[src/rtl/alioth_bpu_pkg.sv]
// Shared types for the branch-prediction unit: redirect causes, redirect
// sequencer states and the tracking-FIFO entry layout.
`ifndef INST_ADDR_WIDTH
`define INST_ADDR_WIDTH 32
`endif

package alioth_bpu_pkg;

   localparam int ADDR_W = `INST_ADDR_WIDTH;

   typedef enum logic [1:0] {
      CAUSE_PRED    = 2'd0,
      CAUSE_MISPRED = 2'd1,
      CAUSE_FLUSH   = 2'd2
   } redirect_cause_e;

   typedef enum logic [1:0] {
      IDLE       = 2'd0,
      PEND_PRED  = 2'd1,
      PEND_FLUSH = 2'd2,
      DRAIN      = 2'd3
   } redir_state_e;

   typedef struct packed {
      logic [ADDR_W-1:0] pc;
      logic [ADDR_W-1:0] target;
   } pred_entry_t;

endpackage

[src/rtl/bpu_track_fifo.sv]
// In-order tracking FIFO for outstanding taken predictions.
// Pointers carry one extra wrap bit so full and empty are distinguishable.
// Clear has priority over push and pop.
module bpu_track_fifo #(
   parameter int DEPTH = 4,
   parameter int W     = 64
) (
   input  logic         clk,
   input  logic         rst,
   input  logic         push,
   input  logic         pop,
   input  logic         clear,
   input  logic [W-1:0] wdata,
   output logic [W-1:0] head,
   output logic         full,
   output logic         empty
);

   localparam int PW = $clog2(DEPTH);

   logic [PW:0]  wr_ptr, rd_ptr;
   logic [W-1:0] mem [DEPTH];
   logic         do_push, do_pop;

   assign full    = (wr_ptr[PW] != rd_ptr[PW]) && (wr_ptr[PW-1:0] == rd_ptr[PW-1:0]);
   assign empty   = (wr_ptr == rd_ptr);
   assign do_push = push && !full && !clear;
   assign do_pop  = pop && !empty && !clear;
   assign head    = mem[rd_ptr[PW-1:0]];

   // Pointer update; clear and reset both empty the FIFO.
   always_ff @(posedge clk) begin
      if (rst || clear) begin
         wr_ptr <= '0;
         rd_ptr <= '0;
      end else begin
         if (do_push) wr_ptr <= wr_ptr + (PW+1)'(1);
         if (do_pop)  rd_ptr <= rd_ptr + (PW+1)'(1);
      end
   end

   // Entry storage; data is not reset, only the pointers are.
   always_ff @(posedge clk) begin
      if (do_push) mem[wr_ptr[PW-1:0]] <= wdata;
   end

endmodule

[src/rtl/sbpu_redirect_ctrl.sv]
// Fetch-redirect sequencer: tracks accepted taken predictions, checks EXU
// resolutions against their targets and arbitrates prediction, mispredict
// and flush redirects onto one valid/ready channel toward the IFU.
// Optional macro SBPU_REDIRECT_PERF_EN adds prediction/mispredict counters.
`ifndef INST_ADDR_WIDTH
`define INST_ADDR_WIDTH 32
`endif

module sbpu_redirect_ctrl
   import alioth_bpu_pkg::*;
#(
   parameter int DEPTH = 4,
   parameter int AW    = `INST_ADDR_WIDTH
) (
   input  logic          clk,
   input  logic          rst,
   input  logic          pred_req_i,
   input  logic [AW-1:0] pred_pc_i,
   input  logic [AW-1:0] pred_addr_i,
   output logic          pred_ready_o,
   input  logic          resolve_valid_i,
   input  logic [AW-1:0] resolve_npc_i,
   input  logic          flush_i,
   input  logic [AW-1:0] flush_addr_i,
   output logic          redirect_valid_o,
   output logic [AW-1:0] redirect_addr_o,
   output logic [1:0]    redirect_cause_o,
   input  logic          redirect_ready_i,
   output logic          fifo_full_o,
   output logic          resolve_err_o,
   output logic [31:0]   pred_cnt_o,
   output logic [31:0]   mispred_cnt_o
);

   redir_state_e    state_q, state_d;
   redirect_cause_e cause_q, cause_d;
   logic [AW-1:0]   addr_q, addr_d;
   logic            valid_q, err_q;

   logic [2*AW-1:0] head;
   logic [AW-1:0]   head_target;
   logic            unused_head_pc;
   logic            fifo_full, fifo_empty;
   logic            resolve_pop, mispred, accept, fifo_clear;

   // The PC half of an entry is carried for debug visibility only.
   assign head_target    = head[AW-1:0];
   assign unused_head_pc = ^head[2*AW-1:AW];

   assign resolve_pop  = resolve_valid_i && !fifo_empty;
   assign mispred      = resolve_pop && (resolve_npc_i != head_target);
   assign pred_ready_o = pred_req_i && (state_q == IDLE) && !fifo_full && !flush_i && !mispred;
   assign accept       = pred_ready_o;
   assign fifo_clear   = flush_i || mispred;

   bpu_track_fifo #(
      .DEPTH (DEPTH),
      .W     (2*AW)
   ) u_fifo (
      .clk   (clk),
      .rst   (rst),
      .push  (accept),
      .pop   (resolve_pop),
      .clear (fifo_clear),
      .wdata ({pred_pc_i, pred_addr_i}),
      .head  (head),
      .full  (fifo_full),
      .empty (fifo_empty)
   );

   // State register.
   always_ff @(posedge clk) begin
      if (rst) state_q <= IDLE;
      else     state_q <= state_d;
   end

   // Next state and redirect latch: flush beats mispredict beats prediction.
   always_comb begin
      state_d = state_q;
      addr_d  = addr_q;
      cause_d = cause_q;
      if (flush_i) begin
         state_d = PEND_FLUSH;
         addr_d  = flush_addr_i;
         cause_d = CAUSE_FLUSH;
      end else if (mispred) begin
         state_d = PEND_FLUSH;
         addr_d  = resolve_npc_i;
         cause_d = CAUSE_MISPRED;
      end else begin
         case (state_q)
            IDLE: begin
               if (accept) begin
                  state_d = PEND_PRED;
                  addr_d  = pred_addr_i;
                  cause_d = CAUSE_PRED;
               end
            end
            PEND_PRED:  if (redirect_ready_i) state_d = IDLE;
            PEND_FLUSH: if (redirect_ready_i) state_d = DRAIN;
            DRAIN:      state_d = IDLE;
            default:    state_d = IDLE;
         endcase
      end
   end

   // Registered redirect channel; valid whenever a redirect is pending.
   always_ff @(posedge clk) begin
      if (rst) begin
         valid_q <= 1'b0;
         addr_q  <= '0;
         cause_q <= CAUSE_PRED;
      end else begin
         valid_q <= (state_d == PEND_PRED) || (state_d == PEND_FLUSH);
         addr_q  <= addr_d;
         cause_q <= cause_d;
      end
   end

   // Sticky error: a resolve arrived with nothing outstanding.
   always_ff @(posedge clk) begin
      if (rst)                              err_q <= 1'b0;
      else if (resolve_valid_i && fifo_empty) err_q <= 1'b1;
   end

   assign redirect_valid_o = valid_q;
   assign redirect_addr_o  = addr_q;
   assign redirect_cause_o = cause_q;
   assign fifo_full_o      = fifo_full;
   assign resolve_err_o    = err_q;

`ifdef SBPU_REDIRECT_PERF_EN
   logic [31:0] pred_cnt_q, mispred_cnt_q;

   // Performance counters; a mispredict hidden by a same-cycle flush is not counted.
   always_ff @(posedge clk) begin
      if (rst) begin
         pred_cnt_q    <= '0;
         mispred_cnt_q <= '0;
      end else begin
         if (accept)              pred_cnt_q    <= pred_cnt_q + 32'd1;
         if (mispred && !flush_i) mispred_cnt_q <= mispred_cnt_q + 32'd1;
      end
   end

   assign pred_cnt_o    = pred_cnt_q;
   assign mispred_cnt_o = mispred_cnt_q;
`else
   assign pred_cnt_o    = 32'd0;
   assign mispred_cnt_o = 32'd0;
`endif

endmodule

[config.mk]
export PLATFORM = sky130hd
export DESIGN_NAME = sbpu_redirect_ctrl
export DESIGN_NICKNAME = d
export VERILOG_FILES = /design/src/rtl/alioth_bpu_pkg.sv /design/src/rtl/bpu_track_fifo.sv /design/src/rtl/sbpu_redirect_ctrl.sv
export SDC_FILE = /design/constraint.sdc
export NUM_CORES = 1
export LEC_CHECK = 0
export ABC_AREA = 1
export BUFFER_PORTS_ARGS = -buffer_cell sky130_fd_sc_hd__buf_2
export CORE_ASPECT_RATIO = 1.4
export CORE_MARGIN = 4
export CORE_UTILIZATION = 35
export CTS_CLUSTER_SIZE = 20
export DETAILED_ROUTE_END_ITERATION = 10
export SLEW_MARGIN = 20
export SYNTH_ARGS = -nofsm -noshare
export SYNTH_HDL_FRONTEND = slang
export SYNTH_HIERARCHICAL = 1
export SYNTH_SLANG_ARGS = --single-unit
[constraint.sdc]
create_clock -name clk -period 5.95 [get_ports clk]
set_input_delay 1.19 -clock clk [delete_from_list [all_inputs] [get_ports clk]]
set_output_delay 1.19 -clock clk [all_outputs]
set_load 0.1 [all_outputs]
==> results of run 1 <==
through the flow:
step                hold slack (ns)  area [um2]  util [%]
floorplan                     0.506        9190         -
global placement              0.479        9600      38.0
detailed placement            0.489        9600      38.0
CTS                           0.505       10200      40.3
global route                  0.542       10200      40.3
finish                        0.501       10200      40.3
routing by layer:
layer | vias up | global-route usage [%]
li1 | 3416 | -
met1 | 3247 | 19.6
met2 | 218 | 30.7
met3 | 38 | 3.25
met4 | 0 | 7.40
met5 | - | 0
cell usage in the layout, fill, tap and decap left out, types with 15 or more instances in the layout:
master	n
o21ai_0	43
inv_1	127
a21oi_1	35
xnor2_1	23
o21ai_1	28
clkbuf_16	17
buf_2	138
nand3_1	44
conb_1	64
nand2_1	199
dfxtp_1	45
nand4_1	34
edfxtp_1	128
nand3b_1	24
buf_4	15
nor2_1	96
o22ai_1	32
worst register-to-register path: stages (launching register included):
cell and delay [ns]:
dfxtp_2 0.63, buf_4 0.39, buf_4 0.28, o21ai_0 0.12, o22ai_1 0.20, xnor2_1 0.14, nand2_1 0.08, nor2_1 0.10
nand2_1 0.09, nor2_2 0.14, nand2_2 0.05, buf_4 0.29, nand2_4 0.27, nand2_1 0.11, inv_1 0.23, nand3b_1 0.32
nor2_4 0.48, buf_4 0.45
where the power goes:
group / internal, W / switching (W)
clock: 0.000629 / 0.000483
combinational: 0.000107 / 0.000515
sequential: 0.00133 / 0.0000146
state kept, by name, indices dropped and copies added, names as in the netlist, named ones only:
| signal | cells |
|---|---|
| u_fifo/mem | 128 |
| redirect_addr_o | 32 |
| u_fifo/rd_ptr | 3 |
| state_q | 2 |
| redirect_valid_o | 1 |
| resolve_err_o | 1 |
| redirect_cause_o | 2 |
| u_fifo/wr_ptr | 3 |
path summary, 6_finish.rpt:
path / from / to / slack [ns] / depth (start not counted)
worst max-delay path: flop / pred_ready_o / 0.99 / 15
worst min-delay path: resolve_err_o / resolve_err_o / 0.50 / 2
worst max register to register: flop / u_fifo/mem[1][10] / 1.21 / 17
worst min register to register: resolve_err_o / resolve_err_o / 0.50 / 2
area by class of cell:
class / instances / area share, %
clock buffers: 19 / 4.25
inverters: 140 / 5.18
well taps: 319 / 3.92
multi-input cells: 641 / 30.3
repair buffers: 154 / 8.08
flip-flops and latches: 174 / 46.8
clock inverters: 13 / 1.51
==> results.sh, run 1 <==
export IMPL_drt_iter0_markers=366
export IMPL_setup_violations=0
export IMPL_wire_per_inst_um=16.5
export IMPL_hpwlAfterDp_mm=15.8
export IMPL_clk_pin_slew_ns=0.06
export IMPL_cts_setup_buffers=0
export IMPL_fin_skew_ns=0.0115
export IMPL_first_pass_iters=6
export IMPL_path_delay_family="buffers and inverters"
export IMPL_leakage_nw=4.56
export IMPL_power_density_nw_per_um2=302
export IMPL_clk_latency_ns=0.43
export IMPL_cp_cell_sequence="buf_4 -> buf_4 -> o21ai_0 -> o22ai_1 -> xnor2_1 -> nand2_1 -> nor2_1 -> nand2_1 -> nor2_2 -> nand2_2 -> buf_4 -> nand2_4 -> nand2_1 -> inv_1 -> buf_12"
export IMPL_syn_inst=1014
export IMPL_area_growth_pct=13.8
export IMPL_grt_max_degree=67
export IMPL_drc=0
export IMPL_rsz0062_at_grt="false"
export IMPL_worst_setup_path_type="reg2out"
export IMPL_io_pins=236
export IMPL_cap_violations=0
export IMPL_syn_avg_cell_area_um2=8.83
export IMPL_setup_tns_ns=0
export IMPL_worst_path_max_delay_cell="dfxtp_2"
export IMPL_gp_congestion=0.769
export IMPL_finalNonFillerCells=1460
export IMPL_met1Wirelength_mm=9.72
export IMPL_max_freq_mhz=201
export IMPL_track_usage_pct=17.1
export IMPL_diodes=0
export IMPL_clockBufferDepth=2
export IMPL_crit_path_start_kind="flop"
export IMPL_slowest_delay_ns=0.63
export IMPL_hold_buffers=0
export IMPL_die_x_um=143
export IMPL_cts_max_level=4
export IMPL_endpoint_kind="output port"
export IMPL_met2_length_mm=12.3
export IMPL_arrival_ns=3.77
export IMPL_coreArea_um2=25300
export IMPL_drive_gt1_share_pct=18.3
export IMPL_fin_total_pwr_w=0.00308
export IMPL_die_y_um=197
export IMPL_relSlewSlack_pct=44.2
export IMPL_grt_pass1_wl_mm=36.3
export IMPL_outcome="finished clean"
export IMPL_vias_per_cell=4.74
export IMPL_numPlacedInstances=1428
export IMPL_clock_root_buffer="clkbuf_16"
export IMPL_period_needed_ns=4.96
export IMPL_pre_cts_ws_ns=1.13
export IMPL_min_path_type="reg2reg"
export IMPL_dr_wl_met3_mm=1.27
export IMPL_worst_slack_ns=0.986
export IMPL_dieArea_um2=28200
export IMPL_first_global_vias=6479
export IMPL_cts_sinks=174
export IMPL_worst_slew_pin_slew_ns=0.838
export IMPL_cts_resized=0
export IMPL_io_buffers=139
export IMPL_num_fill_cells=2521
export IMPL_cp_max_fo=34
export IMPL_peakVddDrop_v=0.000191
export IMPL_finalNetCount=1267
export IMPL_yosys_warnings=6
export IMPL_multiInputGateArea_um2=3090
export IMPL_fp_row_count=69
export IMPL_critPathBufInv=5
export IMPL_antenna_found_initial=0
export IMPL_seq_area_um2=4770
export IMPL_num_vias=6919
export IMPL_start_util_pct=35.4
export IMPL_route_top_layer_used="met4"
export IMPL_numCtsBuffers=17
export IMPL_slew_viol_final=0
export IMPL_grt_overflow_total=0
export IMPL_cts_tree="yes"
export IMPL_critPathRequiredTime_ns=4.76
export IMPL_wl_mm=24.1
export IMPL_period_share_pct=83.4
export IMPL_final_antenna_net_count=0
export IMPL_synthesis_area_um2=8950
export IMPL_hold_violations=0
No activity file was read; power rests on OpenSTA's default activity.
==> run 2: changes to the inputs <==
Clock period 5.95 ns to 4.3 ns, I/O delays scaled along.
==> results.sh, run 2 (synthesis gave the netlist of run 1 again) <==
export IMPL_final_cell_mix="nand2_1, buf_2, edfxtp_1"
export IMPL_num_vias=6922
export IMPL_drt_iter0_markers=457
export IMPL_drive_gt1_share_pct=19.1
export IMPL_first_pass_iters=5
export IMPL_cts_resized=0
export IMPL_worst_slew_pin_slew_ns=0.767
export IMPL_fin_total_pwr_w=0.00432
export IMPL_power_density_nw_per_um2=420
export IMPL_grt_pass1_wl_mm=37.0
export IMPL_coreArea_um2=25300
export IMPL_io_pins=236
export IMPL_finalNetCount=1275
export IMPL_cap_violations=0
export IMPL_setup_violations=0
export IMPL_peakVddDrop_v=0.000274
export IMPL_rsz0062_at_grt="false"
export IMPL_numCtsBuffers=17
export IMPL_leakage_nw=4.62
export IMPL_crit_path_start_kind="flop"
export IMPL_area_growth_pct=14.9
export IMPL_arrival_ns=2.94
export IMPL_endpoint_kind="output port"
export IMPL_first_global_vias=6614
export IMPL_outcome="finished clean"
export IMPL_clock_root_buffer="clkbuf_16"
export IMPL_io_buffers=139
export IMPL_largest_reg_flops=128
export IMPL_slew_viol_final=0
export IMPL_worst_slack_ns=0.501
export IMPL_antenna_found_initial=1
export IMPL_period_share_pct=88.3
export IMPL_drc=0
export IMPL_final_antenna_net_count=0
export IMPL_hold_buffers=0
export IMPL_cts_sinks=174
export IMPL_cp_max_fo=32
export IMPL_hpwlAfterDp_mm=16.5
export IMPL_worst_setup_path_type="reg2out"
export IMPL_die_x_um=143
export IMPL_min_path_type="reg2reg"
export IMPL_cts_max_level=4
export IMPL_track_usage_pct=17.4
export IMPL_critPathRequiredTime_ns=3.44
export IMPL_cts_tree="yes"
export IMPL_fin_skew_ns=0.0162
export IMPL_hold_violations=0
export IMPL_max_freq_mhz=263
export IMPL_dieArea_um2=28200
export IMPL_grt_max_degree=65
export IMPL_wire_per_inst_um=16.8
export IMPL_post_route_cell_area_um2=10300
export IMPL_layout_commonest_cell="nand2_1"
export IMPL_cts_setup_buffers=0
export IMPL_place_area_um2=9680
export IMPL_pre_cts_ws_ns=0.795
export IMPL_clk_pin_slew_ns=0.07
export IMPL_vias_per_cell=4.71
export IMPL_die_y_um=197
export IMPL_period_needed_ns=3.80
export IMPL_gp_congestion=0.765
export IMPL_grt_overflow_total=0
export IMPL_wl_mm=24.7
export IMPL_fp_row_count=69
export IMPL_clk_latency_ns=0.44
export IMPL_relSlewSlack_pct=48.5
export IMPL_start_util_pct=35.4
export IMPL_clockBufferDepth=2
-- run 2: final timing paths --
| check | cells after the start | slack, ns | end | start |
|---|---|---|---|---|
| worst min-delay path | 2 | 0.50 | resolve_err_o | resolve_err_o |
| worst max register to register | 15 | 0.81 | u_fifo/mem[2][14] | flop |
| worst max-delay path | 13 | 0.50 | pred_ready_o | flop |
| worst min register to register | 2 | 0.50 | resolve_err_o | resolve_err_o |
-- run 2: metal layers --
metal	up-vias	global-route usage (%)	routed length (um)	share of wire, %
met4	0	6.80	515	2.1
met3	31	2.79	1210	4.9
met1	3244	19.7	9880	40
met2	209	32.2	13100	53
met5	-	0	0	0
li1	3438	-	-	-
-- run 2: area by class of cell --
class | instances | area [um2]
antenna | 1 | 2.50
clock buffer | 18 | 450
clock inverter | 14 | 156
fill | 2557 | 15000
inverter | 140 | 528
multi-input combinational | 641 | 3090
sequential | 174 | 4770
tap | 319 | 399
timing repair buffer | 162 | 896
-- run 2: worst max-delay path, stage by stage (launching register included) --
cell     delay [ns]
dfxtp_1        0.33
buf_4          0.39
o21ai_0        0.17
o22ai_1        0.25
xnor2_1        0.15
nand2_1        0.06
nor2_1         0.11
nand2_1        0.11
nor2_2         0.15
nand2_2        0.11
nand2_4        0.12
nand2_1        0.08
inv_1          0.24
buf_12         0.22
-- run 2: per-stage QoR --
step / hold WS [ns] / TNS [ns] / utilization (%) / cells
5_1_grt: 0.563 / 0 / 40.7 / 1469
3_3_place_gp: 0.477 / 0 / 38.3 / 1436
6_report: 0.501 / 0 / 40.7 / 1469
4_1_cts: 0.524 / 0 / 40.6 / 1468
2_1_floorplan: 0.506 / -21.09 / - / 1077
3_5_place_dp: 0.507 / 0 / 38.3 / 1436
-- run 2: where the power goes --
part | switching [W] | internal (W) | leakage [nW]
logic | 0.000714 | 0.000151 | 2.78
clock network | 0.000688 | 0.000902 | 0.302
registers | 0.0000212 | 0.00184 | 1.53
